File: config.mk
export PLATFORM = sky130hd
export DESIGN_NAME = zmips_wb_ctrl
export DESIGN_NICKNAME = d
export VERILOG_FILES = /design/src/rtl/zmips_wb_ctrl.sv
export SDC_FILE = /design/constraint.sdc
export NUM_CORES = 1
export LEC_CHECK = 0
export ABC_AREA = 1
export CORE_ASPECT_RATIO = 0.5
export CORE_MARGIN = 2
export CORE_UTILIZATION = 35
export CTS_CLUSTER_SIZE = 30
export DETAILED_ROUTE_END_ITERATION = 6
export HOLD_SLACK_MARGIN = 0.02
export PLACE_DENSITY_LB_ADDON = 0.05
export SYNTH_ARGS = -nofsm -noshare
export SYNTH_HDL_FRONTEND = slang
export SYNTH_SLANG_ARGS = --single-unit
File: constraint.sdc
create_clock -name clk -period 3.7 [get_ports clk]
set_clock_uncertainty 0.1 [all_clocks]
set_input_delay 0.37 -clock clk [delete_from_list [all_inputs] [get_ports clk]]
set_output_delay 0.37 -clock clk [all_outputs]
set_load 0.005 [all_outputs]
File: src/rtl/zmips_wb_ctrl.sv
// Writeback controller: merges single-cycle ALU results with FIFO-buffered mul/div
// results onto the register file write port, and tracks long-latency destinations.
module zmips_wb_ctrl #(
  parameter int MD_DEPTH   = 4,
  parameter int STARVE_MAX = 8
) (
  input  logic        clk,
  input  logic        rst_n,
  input  logic        alu_valid,
  input  logic [4:0]  alu_addr,
  input  logic [31:0] alu_data,
  input  logic        md_valid,
  input  logic [4:0]  md_addr,
  input  logic [31:0] md_data,
  output logic        md_ready,
  input  logic        issue_valid,
  input  logic [4:0]  issue_addr,
  input  logic [4:0]  rd_addr_0,
  input  logic [4:0]  rd_addr_1,
  output logic        busy_0,
  output logic        busy_1,
  output logic        md_pri,
  output logic        wr,
  output logic [4:0]  wr_addr,
  output logic [31:0] wr_data,
  output logic        err
);

  localparam int PW = (MD_DEPTH > 1) ? $clog2(MD_DEPTH) : 1;
  localparam int CW = $clog2(MD_DEPTH + 1);
  localparam int SW = $clog2(STARVE_MAX + 1);

  logic [4:0]    md_addr_mem [MD_DEPTH];
  logic [31:0]   md_data_mem [MD_DEPTH];

  logic [PW-1:0] rd_ptr_q, rd_ptr_d;
  logic [PW-1:0] wr_ptr_q, wr_ptr_d;
  logic [CW-1:0] count_q, count_d;
  logic [SW-1:0] starve_q, starve_d;
  logic [31:0]   pending_q, pending_d;
  logic          wr_q, wr_d;
  logic          from_md_q, from_md_d;
  logic [4:0]    wr_addr_q, wr_addr_d;
  logic [31:0]   wr_data_q, wr_data_d;
  logic          err_q, err_d;

  logic          fifo_empty;
  logic          fifo_full;
  logic          push;
  logic          pop;
  logic          clr_en;
  logic [4:0]    head_addr;
  logic [31:0]   head_data;
  logic          issue_conflict;
  logic          alu_conflict;
  logic          pri_violation;

  assign fifo_empty = (count_q == '0);
  assign fifo_full  = (count_q == CW'(MD_DEPTH));
  assign push       = md_valid && !fifo_full;
  assign pop        = !alu_valid && !fifo_empty;
  assign head_addr  = md_addr_mem[rd_ptr_q];
  assign head_data  = md_data_mem[rd_ptr_q];
  // A retiring mul/div write releases its destination at the end of the write cycle.
  assign clr_en     = wr_q && from_md_q;

  assign md_ready = !fifo_full;
  assign md_pri   = (starve_q >= SW'(STARVE_MAX));
  assign busy_0   = pending_q[rd_addr_0];
  assign busy_1   = pending_q[rd_addr_1];
  assign wr       = wr_q;
  assign wr_addr  = wr_addr_q;
  assign wr_data  = wr_data_q;
  assign err      = err_q;

  always_ff @(posedge clk) begin
    if (push) begin
      md_addr_mem[wr_ptr_q] <= md_addr;
      md_data_mem[wr_ptr_q] <= md_data;
    end
  end

  always_comb begin
    wr_ptr_d  = wr_ptr_q;
    rd_ptr_d  = rd_ptr_q;
    count_d   = count_q;
    wr_d      = 1'b0;
    from_md_d = 1'b0;
    wr_addr_d = wr_addr_q;
    wr_data_d = wr_data_q;
    starve_d  = '0;
    pending_d = pending_q;

    if (push) begin
      wr_ptr_d = wr_ptr_q + 1'b1;
    end
    if (pop) begin
      rd_ptr_d = rd_ptr_q + 1'b1;
    end
    count_d = count_q + CW'(push) - CW'(pop);

    if (alu_valid) begin
      wr_d      = (alu_addr != '0);
      wr_addr_d = alu_addr;
      wr_data_d = alu_data;
    end else if (pop) begin
      wr_d      = (head_addr != '0);
      from_md_d = 1'b1;
      wr_addr_d = head_addr;
      wr_data_d = head_data;
    end

    // Saturates so md_pri stays up until the head finally wins.
    if (!fifo_empty && alu_valid) begin
      starve_d = (starve_q >= SW'(STARVE_MAX)) ? starve_q : starve_q + 1'b1;
    end

    if (clr_en) begin
      pending_d[wr_addr_q] = 1'b0;
    end
    if (issue_valid && (issue_addr != '0)) begin
      pending_d[issue_addr] = 1'b1;
    end
  end

  // A register being released on this same edge is no longer considered outstanding.
  always_comb begin
    issue_conflict = issue_valid && (issue_addr != '0) && pending_q[issue_addr] &&
                     !(clr_en && (wr_addr_q == issue_addr));
    alu_conflict   = alu_valid && (alu_addr != '0) && pending_q[alu_addr] &&
                     !(clr_en && (wr_addr_q == alu_addr));
    pri_violation  = alu_valid && md_pri;
    err_d          = err_q || issue_conflict || alu_conflict || pri_violation;
  end

  always_ff @(posedge clk or negedge rst_n) begin
    if (!rst_n) begin
      rd_ptr_q  <= '0;
      wr_ptr_q  <= '0;
      count_q   <= '0;
      starve_q  <= '0;
      pending_q <= '0;
      wr_q      <= 1'b0;
      from_md_q <= 1'b0;
      wr_addr_q <= '0;
      wr_data_q <= '0;
      err_q     <= 1'b0;
    end else begin
      rd_ptr_q  <= rd_ptr_d;
      wr_ptr_q  <= wr_ptr_d;
      count_q   <= count_d;
      starve_q  <= starve_d;
      pending_q <= pending_d;
      wr_q      <= wr_d;
      from_md_q <= from_md_d;
      wr_addr_q <= wr_addr_d;
      wr_data_q <= wr_data_d;
      err_q     <= err_d;
    end
  end

endmodule

# After elaboration in Yosys (flattened, before gate mapping)
# Memories as Yosys holds them, arrays and structs flattened.
# Index checks and enable logic that the tools add are counted.
# Widths: inputs -> output; s select.
dict set report op_classes {
  eq_ne 4
  bitwise_logic 3
  muxes 26
  addsub 5
  magnitude_cmp 8
  n_reduce_logical 28
}
# operator n
set op_table {}
lappend op_table {{$mux 32} 4}
lappend op_table {{$and 32x32->32} 1}
lappend op_table {{$not 32->32} 1}
lappend op_table {{$or 32x32->32} 1}
lappend op_table {{$lt 5x6->1 const B} 5}
lappend op_table {{$bmux 1 s5} 4}
lappend op_table {{$logic_and 1x1->1} 15}
lappend op_table {{$reduce_bool 5->1} 3}
lappend op_table {{$mux 1} 12}
lappend op_table {{$demux 1 s5} 2}
lappend op_table {{$eq 5x5->1} 2}
lappend op_table {{$ge 5x1->1 const B} 2}
lappend op_table {{$mux 5} 2}
lappend op_table {{$mux 4} 2}
lappend op_table {{$logic_not 1->1} 5}
lappend op_table {{$add 2x1->2 const B} 2}
lappend op_table {{$add 4x1->4 const B} 1}
lappend op_table {{$ge 4x4->1 const B} 1}
lappend op_table {{$add 3x1->3} 1}
lappend op_table {{$eq 3x3->1 const B} 1}
lappend op_table {{$logic_not 3->1} 1}
lappend op_table {{$logic_or 1x1->1} 3}
lappend op_table {{$sub 3x1->3} 1}
lappend op_table {{$ne 2x2->1 const B} 1}
lappend op_table {{$reduce_bool 2->1} 1}
dict set report word_totals {
  regBits 83
  memories 2
  wordCells 86
  mem_bits_rw 148
  input_bits 94
}
# name words width read_ports rd_ports_with_merged_regs write_ports line
set mem_list {}
lappend mem_list {md_data_mem 4 32 1 0 1 34} ;# logic [31:0] md_data_mem [MD_DEPTH];
lappend mem_list {md_addr_mem 4 5 1 0 1 33} ;# logic [4:0] md_addr_mem [MD_DEPTH];

# Logic depth before layout (Yosys ltp)
# Gate-level depths: netlist of the first run.
dict set report logic_depth {
  word_depth 9
  ltp_mapped 13
  ltp_nobuf 11
}

# Worst setup path after synthesis of the first run
# OpenSTA, ideal clock, no wires.
dict set report synth_path {
  path_kind {register -> register}
  from {register count_q[1]}
  to {memory md_addr_mem[0][0] (enable)}
  arrival_ps 2303
  setup_time_ps 431
  stages_incl_launch_ff 5
  n_path_buf 0
  required_ps 3169
  synth_period_minus_slack_ps 2834
  setup_slack_ps 866
  path_cell_list {dfrtp_1 -> nor2_1 -> nand2_1 -> nand2_1 -> nor2_1}
}
dict set report synth_between {
  elab_chain_len 5
}
# item line
set synth_lines {}
lappend synth_lines {{from (decl)} 38} ;# logic [CW-1:0] count_q, count_d;
lappend synth_lines {{from (signal assigned)} 151} ;# count_q <= count_d;
lappend synth_lines {{$eq 3x3->1} 59} ;# assign fifo_full = (count_q == CW'(MD_DEPTH));
lappend synth_lines {{$logic_not 1->1} -}
lappend synth_lines {{via md_ready} 15} ;# output logic md_ready,
lappend synth_lines {{$logic_and 1x1->1} 60} ;# assign push = md_valid && !fifo_full;
lappend synth_lines {{$mux 1} 77} ;# if (push) begin
lappend synth_lines {{$mux 1 (implied by the code)} 78} ;# md_addr_mem[wr_ptr_q] <= md_addr;
lappend synth_lines {{to (decl)} 33}
# The timed path passes the listed nets, and every way through them passes these cells.

# Worst setup path after layout of the first run
dict set report layout_path {
  from {input rd_addr_1[0]}
  to {output busy_1}
}
dict set report layout_between {
  elab_chain_len 2
}
# item line
set layout_lines {}
lappend layout_lines {{from (decl)} 19} ;# input logic [4:0] rd_addr_1,
lappend layout_lines {{$bmux 1 s5} 70} ;# assign busy_1 = pending_q[rd_addr_1];
lappend layout_lines {{$mux 1 (implied by the code)} 70}
lappend layout_lines {{to (decl)} 21} ;# output logic busy_1,
# Every way passes these cells. The select of a mux whose other input is x is not followed.

==> qor.yml, run 1 <==
critical_path:
  crit_slowest_cell: "clkdlybuf4s50_1"
  arrival_ns: 2.55
  cp-end-kind: "primary output"
  cp-start-kind: "primary input"
  path_common_cell: "nand2_1"
  cp_cell_sequence: "clkdlybuf4s50_1 > inv_2 > a21oi_1 > o21ai_0 > o211ai_1 > nand3_1 > nand2_1 > nand2_1 > nand2_1 > clkdlybuf4s50_1"
  critical_path_class: "primary input to primary output"
  cp.required_ns: 3.23
  cpPeakStageDelay_ns: 0.79
  worstPathMaxFanout: 17
pwr:
  fin_total_pwr_w: 0.009705
  power_density_mw_per_mm2: 736.1
  max-vdd-ir-drop_v: 0.0003425
  p_leak_nw: 4.961
synth:
  synth_area_mm2: 0.01062
  yosysUniqueCellTypes: 36
  synth_top_cell_by_area: "edfxtp_1"
  yosysTopAreaCellShare_pct: 41.83
  synth_flop_cell: "edfxtp_1"
  synth-seq-cells: 231
  syn-num-nets: 1193
  postSynthAreaPerCell_um2: 9.747
  synth-edff-count: 148
  yosysSeqAreaShare_pct: 61.38
  ys_async_sr_fraction_pct: 35.93
  synthCells: 1090
  yosys_warnings: 0
  ys_top_cells_by_area: "edfxtp_1 (42%), dfrtp_1 (20%), o21ai_0 (10%)"
grt:
  gr-usage-all-layers_pct: 19.90
  grt_max_degree: 77
  gr-total-overflow: 0
  grt_pass1_wl_mm: 48.82
  grt_pass1_vias: 8194
  antenna_found_initial: 0
layout:
  finalNonFillerCells: 1629
  final_util_pct: 43.85
  drive_above_1_share_pct: 6.098
  fin_nets: 1316
  n_antenna_cell: 0
  area_growth_syn_to_layout_pct: 24.10
  n_fill_cell: 2959
  mostFrequentLayoutCell: "o21ai_0"
  final_cell_mix: "o21ai_0 (212), nand2_1 (183), edfxtp_1 (148), nor2_1 (141), clkdlybuf4s50_1 (134)"
floorplan:
  io_pins: 137
  die_height_um: 127.2
  row_count: 45
  dieArea_mm2: 0.03185
  start_util_pct: 35.33
  die_w_um: 250.4
  core_mm2: 0.03007
job:
  drv_cap: 0
timing:
  setup_slack_ns: 0.6751
  finalSetupViolations: 0
  final.min_clock_period_ns: 3.025
  relSlewSlack_pct: 35.11
  rsz0062_at_grt: "false"
  setup_tns_ns: 0
  hold_viol_final: 0
  fmax_mhz: 330.6
  fin_crit_sh_pct: 81.75
  slew_violations: 0
  tightest_slew_ns: 0.9733
clock_network:
  cts_made_buffers: 23
  ctsRootBufferMaster: "clkbuf_16"
  clk_latency_ns: 0.54
  cts_tree: "built"
  htree_num_levels: 1
  clock_path_buffers: 3
  cts_sinks: 231
  ctsResizeCount: 0
  cts_setup_buffers: 0
  path_clk_slew_ns: 0.07
drt:
  drc: 0
  wl_per_cell_um: 19.41
  drt_iter0_drc: 783
  drt_wl_total_mm: 31.62
  ant_nets: 0
  viasPerCell: 5.190
  drt-pass1-iter-count: 5
  num_vias: 8454
run_status:
  run_status: "completed"
placement:
  place.gp.congestion: 0.9100
  dp.cells: 1586
  io_buffers: 136
  dpl.hpwl_mm: 20.15
  dp_slack_ns: 0.7033
worst_hold_path:
  min_path_type: "primary input to register"
registers in the layout, indices dropped and copies added, names as in the netlist, 2 cells and up:
name	cells
wr_data	32
starve_q	4
count_q	3
rd_ptr_q	2
md_data_mem	128
wr_addr	5
wr_ptr_q	2
pending_q	32
md_addr_mem	20
where the power goes:
group	leakage (nW)	switching (W)	internal (W)	total, W
logic	2.28	0.00190	0.00124	0.00314
clock network	0.403	0.00104	0.00147	0.00251
registers	2.28	0.000545	0.00351	0.00405
area by class of cell:
type | instances | area [um2] | area share, %
repair buffers | 154 | 1529 | 11.60
clock buffers | 28 | 645.6 | 4.897
flip-flops and latches | 231 | 6523 | 49.47
inverters | 72 | 275.3 | 2.088
clock inverters | 14 | 168.9 | 1.281
well taps | 399 | 499.2 | 3.787
multi-input cells | 731 | 3543 | 26.88
synthesized netlist by cell type (all sizes together) (4+ instances only):
cell type,count
nand2,184
dfrtp,83
xor2,4
nor3,12
xnor2,4
edfxtp,148
o22ai,37
nor2,145
a21oi,14
buf,35
o211ai,22
o22a,4
clkbuf,21
o221ai,7
nand3,43
inv,71
o21ai,242
ha,8
stage by stage:
step	hold WS (ns)	cell area, um2
4_1_cts	0.02731	13180
3_5_place_dp	0.3817	12360
6_report	0.04499	13180
2_1_floorplan	-0.02559	10620
3_3_place_gp	0.3692	12360
5_1_grt	0.04275	13180
worst paths after layout:
kind / slack [ns] / endpoint / from / depth (start not counted)
hold reg to reg: 0.39 / wr_data[18] / wr_data[18] / 2
min in group asynchronous: 0.44 / wr_data[29] / rst_n / 2
setup reg to reg: 1.30 / count_q[2] / count_q[1] / 9
max in group asynchronous: 2.22 / pending_q[28] / rst_n / 3
setup / recovery: 0.68 / busy_1 / rd_addr_1[0] / 10
hold / removal: 0.04 / from_md_q / alu_valid / 2
layer usage:
metal  global-route usage [%]  share of wire, %  wire (um)  vias to the layer above
met4                    5.072               2.3        740                        0
li1                         -                 -          -                     4052
met3                    3.077               4.8       1526                       57
met5                        0                 0          0                        -
met1                    27.89                47      14710                     4106
met2                    32.57                46      14640                      239
critical path: cells and delay by family:
family | cells | cell delay [ns]
AOI/OAI and AO/OA | 3 | 0.39
buffers and inverters | 3 | 1.51
and+or+nand+nor | 4 | 0.27
what timing repair did:
item | in CTS | in global routing
hold buffers | 1 | 0
endpoints found under the hold margin | 62 | 0
setup endpoints to repair | 0 | 0
logic make-up (layout without fill, tap and decap cells):
group	count (synthesis)	in the layout	share of synthesized area, %
compound gates	328	328	16.88
xor+xnor	8	8	0.6595
fa+ha+maj	9	9	1.131
buf+inv	128	268	5.547
flops	231	231	61.38
simple gates	386	386	14.40
Note: power is estimated with default switching activity, not from simulation.
==> inputs of run 2 (changes only) <==
==> constraint.sdc (replaced) <==
create_clock -name clk -period 2.5 [get_ports clk]
set_clock_uncertainty 0.1 [all_clocks]
set_input_delay 0.25 -clock clk [delete_from_list [all_inputs] [get_ports clk]]
set_output_delay 0.25 -clock clk [all_outputs]
set_load 0.005 [all_outputs]
==> qor.yml, run 2 (synthesized netlist as in run 1, its figures left out) <==
layout:
  drive_above_1_share_pct: 9.706  # was 6.098%
  finalNonFillerCells: 1657  # was 1629
  n_fill_cell: 2925  # was 2959
  fin_nets: 1344  # was 1316
  final_util_pct: 44.31  # was 43.85%
  mostFrequentLayoutCell: "o21ai_0"  # unchanged
  final_cell_mix: "o21ai_0 (204), nand2_1 (183), edfxtp_1 (148), nor2_1 (141), clkdlybuf4s50_1 (132)"  # was o21ai_0 (212), nand2_1 (183), edfxtp_1 (148), nor2_1 (141), clkdlybuf4s50_1 (134)
  largest_reg_flops: 128  # unchanged
  regMostFlops: "md_data_mem"  # unchanged
  area_growth_syn_to_layout_pct: 25.40  # was 24.10%
clock_network:
  clk_latency_ns: 0.52  # was 0.54 ns
  ctsRootBufferMaster: "clkbuf_16"  # unchanged
  cts_tree: "built"  # unchanged
  clock_path_buffers: 3  # unchanged
  htree_num_levels: 1  # unchanged
  cts_sinks: 231  # unchanged
  path_clk_slew_ns: 0.06  # was 0.07 ns
  cts_made_buffers: 22  # was 23
drt:
  drt_wl_total_mm: 32.29  # was 31.62 mm
  viasPerCell: 5.181  # was 5.190
  ant_nets: 0  # unchanged
  drt-pass1-iter-count: 7  # was 5
  num_vias: 8585  # was 8454
  drt_iter0_drc: 569  # was 783
  wl_per_cell_um: 19.48  # was 19.41 um
  drc: 0  # unchanged
run_status:
  run_status: "completed"  # unchanged
job:
  drv_cap: 0  # unchanged
grt:
  antenna_found_initial: 0  # unchanged
  gr-total-overflow: 0  # unchanged
  grt_pass1_wl_mm: 49.79  # was 48.82 mm
  gr-usage-all-layers_pct: 20.20  # was 19.90%
  grt_max_degree: 75  # was 77
  grt_pass1_vias: 8402  # was 8194
timing:
  final.min_clock_period_ns: 2.407
  relSlewSlack_pct: 65.73  # was 35.11%
  fin_crit_sh_pct: 96.28
  hold_viol_final: 0  # unchanged
  tightest_slew_ns: 0.5127  # was 0.9733 ns
  setup_slack_ns: 0.09306  # was 0.6751 ns
  setup_tns_ns: 0  # unchanged
  slew_violations: 0  # unchanged
  fmax_mhz: 415.5
  finalSetupViolations: 0  # unchanged
floorplan:
  core_mm2: 0.03007  # unchanged
  dieArea_mm2: 0.03185  # unchanged
  start_util_pct: 35.33  # unchanged
  io_pins: 137  # unchanged
  die_w_um: 250.4  # unchanged
  die_height_um: 127.2  # unchanged
  row_count: 45  # unchanged
placement:
  io_buffers: 136  # unchanged
  dpl.hpwl_mm: 20.71  # was 20.15 mm
  dp.cells: 1602  # was 1586
  place.gp.congestion: 0.9058  # was 0.9100
  dp_slack_ns: 0.1374  # was 0.7033 ns
pwr:
  fin_total_pwr_w: 0.01406  # was 0.009705 W
  p_leak_nw: 5.027  # was 4.961 nW
  power_density_mw_per_mm2: 1056  # was 736.1 mW/mm2
  max-vdd-ir-drop_v: 0.0007499  # was 0.0003425 V
worst_hold_path:
  min_path_type: "primary input to register"  # unchanged
critical_path:
  cp.required_ns: 2.15  # was 3.23 ns
  critical_path_class: "register to primary output"  # was primary input to primary output
  arrival_ns: 2.06  # was 2.55 ns
  cp-end-kind: "primary output"  # unchanged
  cp-start-kind: "register"  # was primary input
  worstPathMaxFanout: 5  # was 17
-- run 2: changes by cell type in the layout (fill, tap and decap cells not counted), sizes merged, moves of 2 or more --
cell           previous run  this run
buf                      18        47
bufinv                    3         0
clkbuf                   29        31
clkdlybuf4s50           134       132
clkinv                    8        11
clkinvlp                  2         0
dlymetal6s2s              0         2
inv                      73        71
-- run 2: cell type report --
| type | count | area [um2] | area share, % |
|---|---|---|---|
| Antenna cell | 1 | 2.502 | 0.01878 |
| Clock buffer | 30 | 590.6 | 4.433 |
| Clock inverter | 10 | 60.06 | 0.4508 |
| Inverter | 72 | 280.3 | 2.104 |
| Multi-Input combinational cell | 731 | 3551 | 26.65 |
| Sequential cell | 231 | 6546 | 49.14 |
| Tap cell | 399 | 499.2 | 3.747 |
| Timing Repair Buffer | 183 | 1793 | 13.46 |
-- run 2: final timing paths --
path,from,to,slack (ns),depth (start not counted)
min reg2reg,wr_data[15],wr_data[15],0.39,2
max in group asynchronous,rst_n,wr_data[16],1.57,3
max,pending_q[28],busy_1,0.09,7
max reg2reg,count_q[1],count_q[2],0.47,8
min in group asynchronous,rst_n,pending_q[23],0.10,2
min,alu_valid,from_md_q,0.05,3
-- run 2: worst max-delay path: stages, from the launching register on --
cell	delay [ns]
dfrtp_1	0.48
nor2_1	0.08
o211ai_1	0.19
nand3_1	0.10
nand2_1	0.09
nand2_1	0.05
nand2_1	0.06
clkdlybuf4s50_1	0.49
-- run 2: what timing repair did --
| item | in CTS | in global routing |
|---|---|---|
| resized for setup | 0 | 43 |
| setup endpoints to repair | 0 | 2 |
| buffers inserted | 0 | 13 |
| hold buffers | 1 | 0 |
| hold endpoints to repair | 83 | 0 |
-- run 2: through the flow --
| step | instance area, um2 | hold WS, ns |
|---|---|---|
| global route | 13320 | 0.05519 |
| floorplan | 10620 | -0.1456 |
| detailed placement | 12520 | 0.1068 |
| global placement | 12520 | 0.1045 |
| CTS | 13180 | 0.03567 |
| finish | 13320 | 0.05368 |
-- run 2: layer usage --
| layer | wire, um | global-route usage [%] | share of wire [%] |
|---|---|---|---|
| met5 | 0 | 0 | 0 |
| met4 | 894 | 5.460 | 2.8 |
| met3 | 1697 | 3.362 | 5.3 |
| met2 | 14870 | 33.27 | 46 |
| met1 | 14820 | 27.87 | 46 |
-- run 2: report_power, final --
part / switching (W) / total (W) / internal, W
Sequential: 0.000803 / 0.00602 / 0.00522
Clock: 0.00144 / 0.00310 / 0.00167
Combinational: 0.00292 / 0.00493 / 0.00201
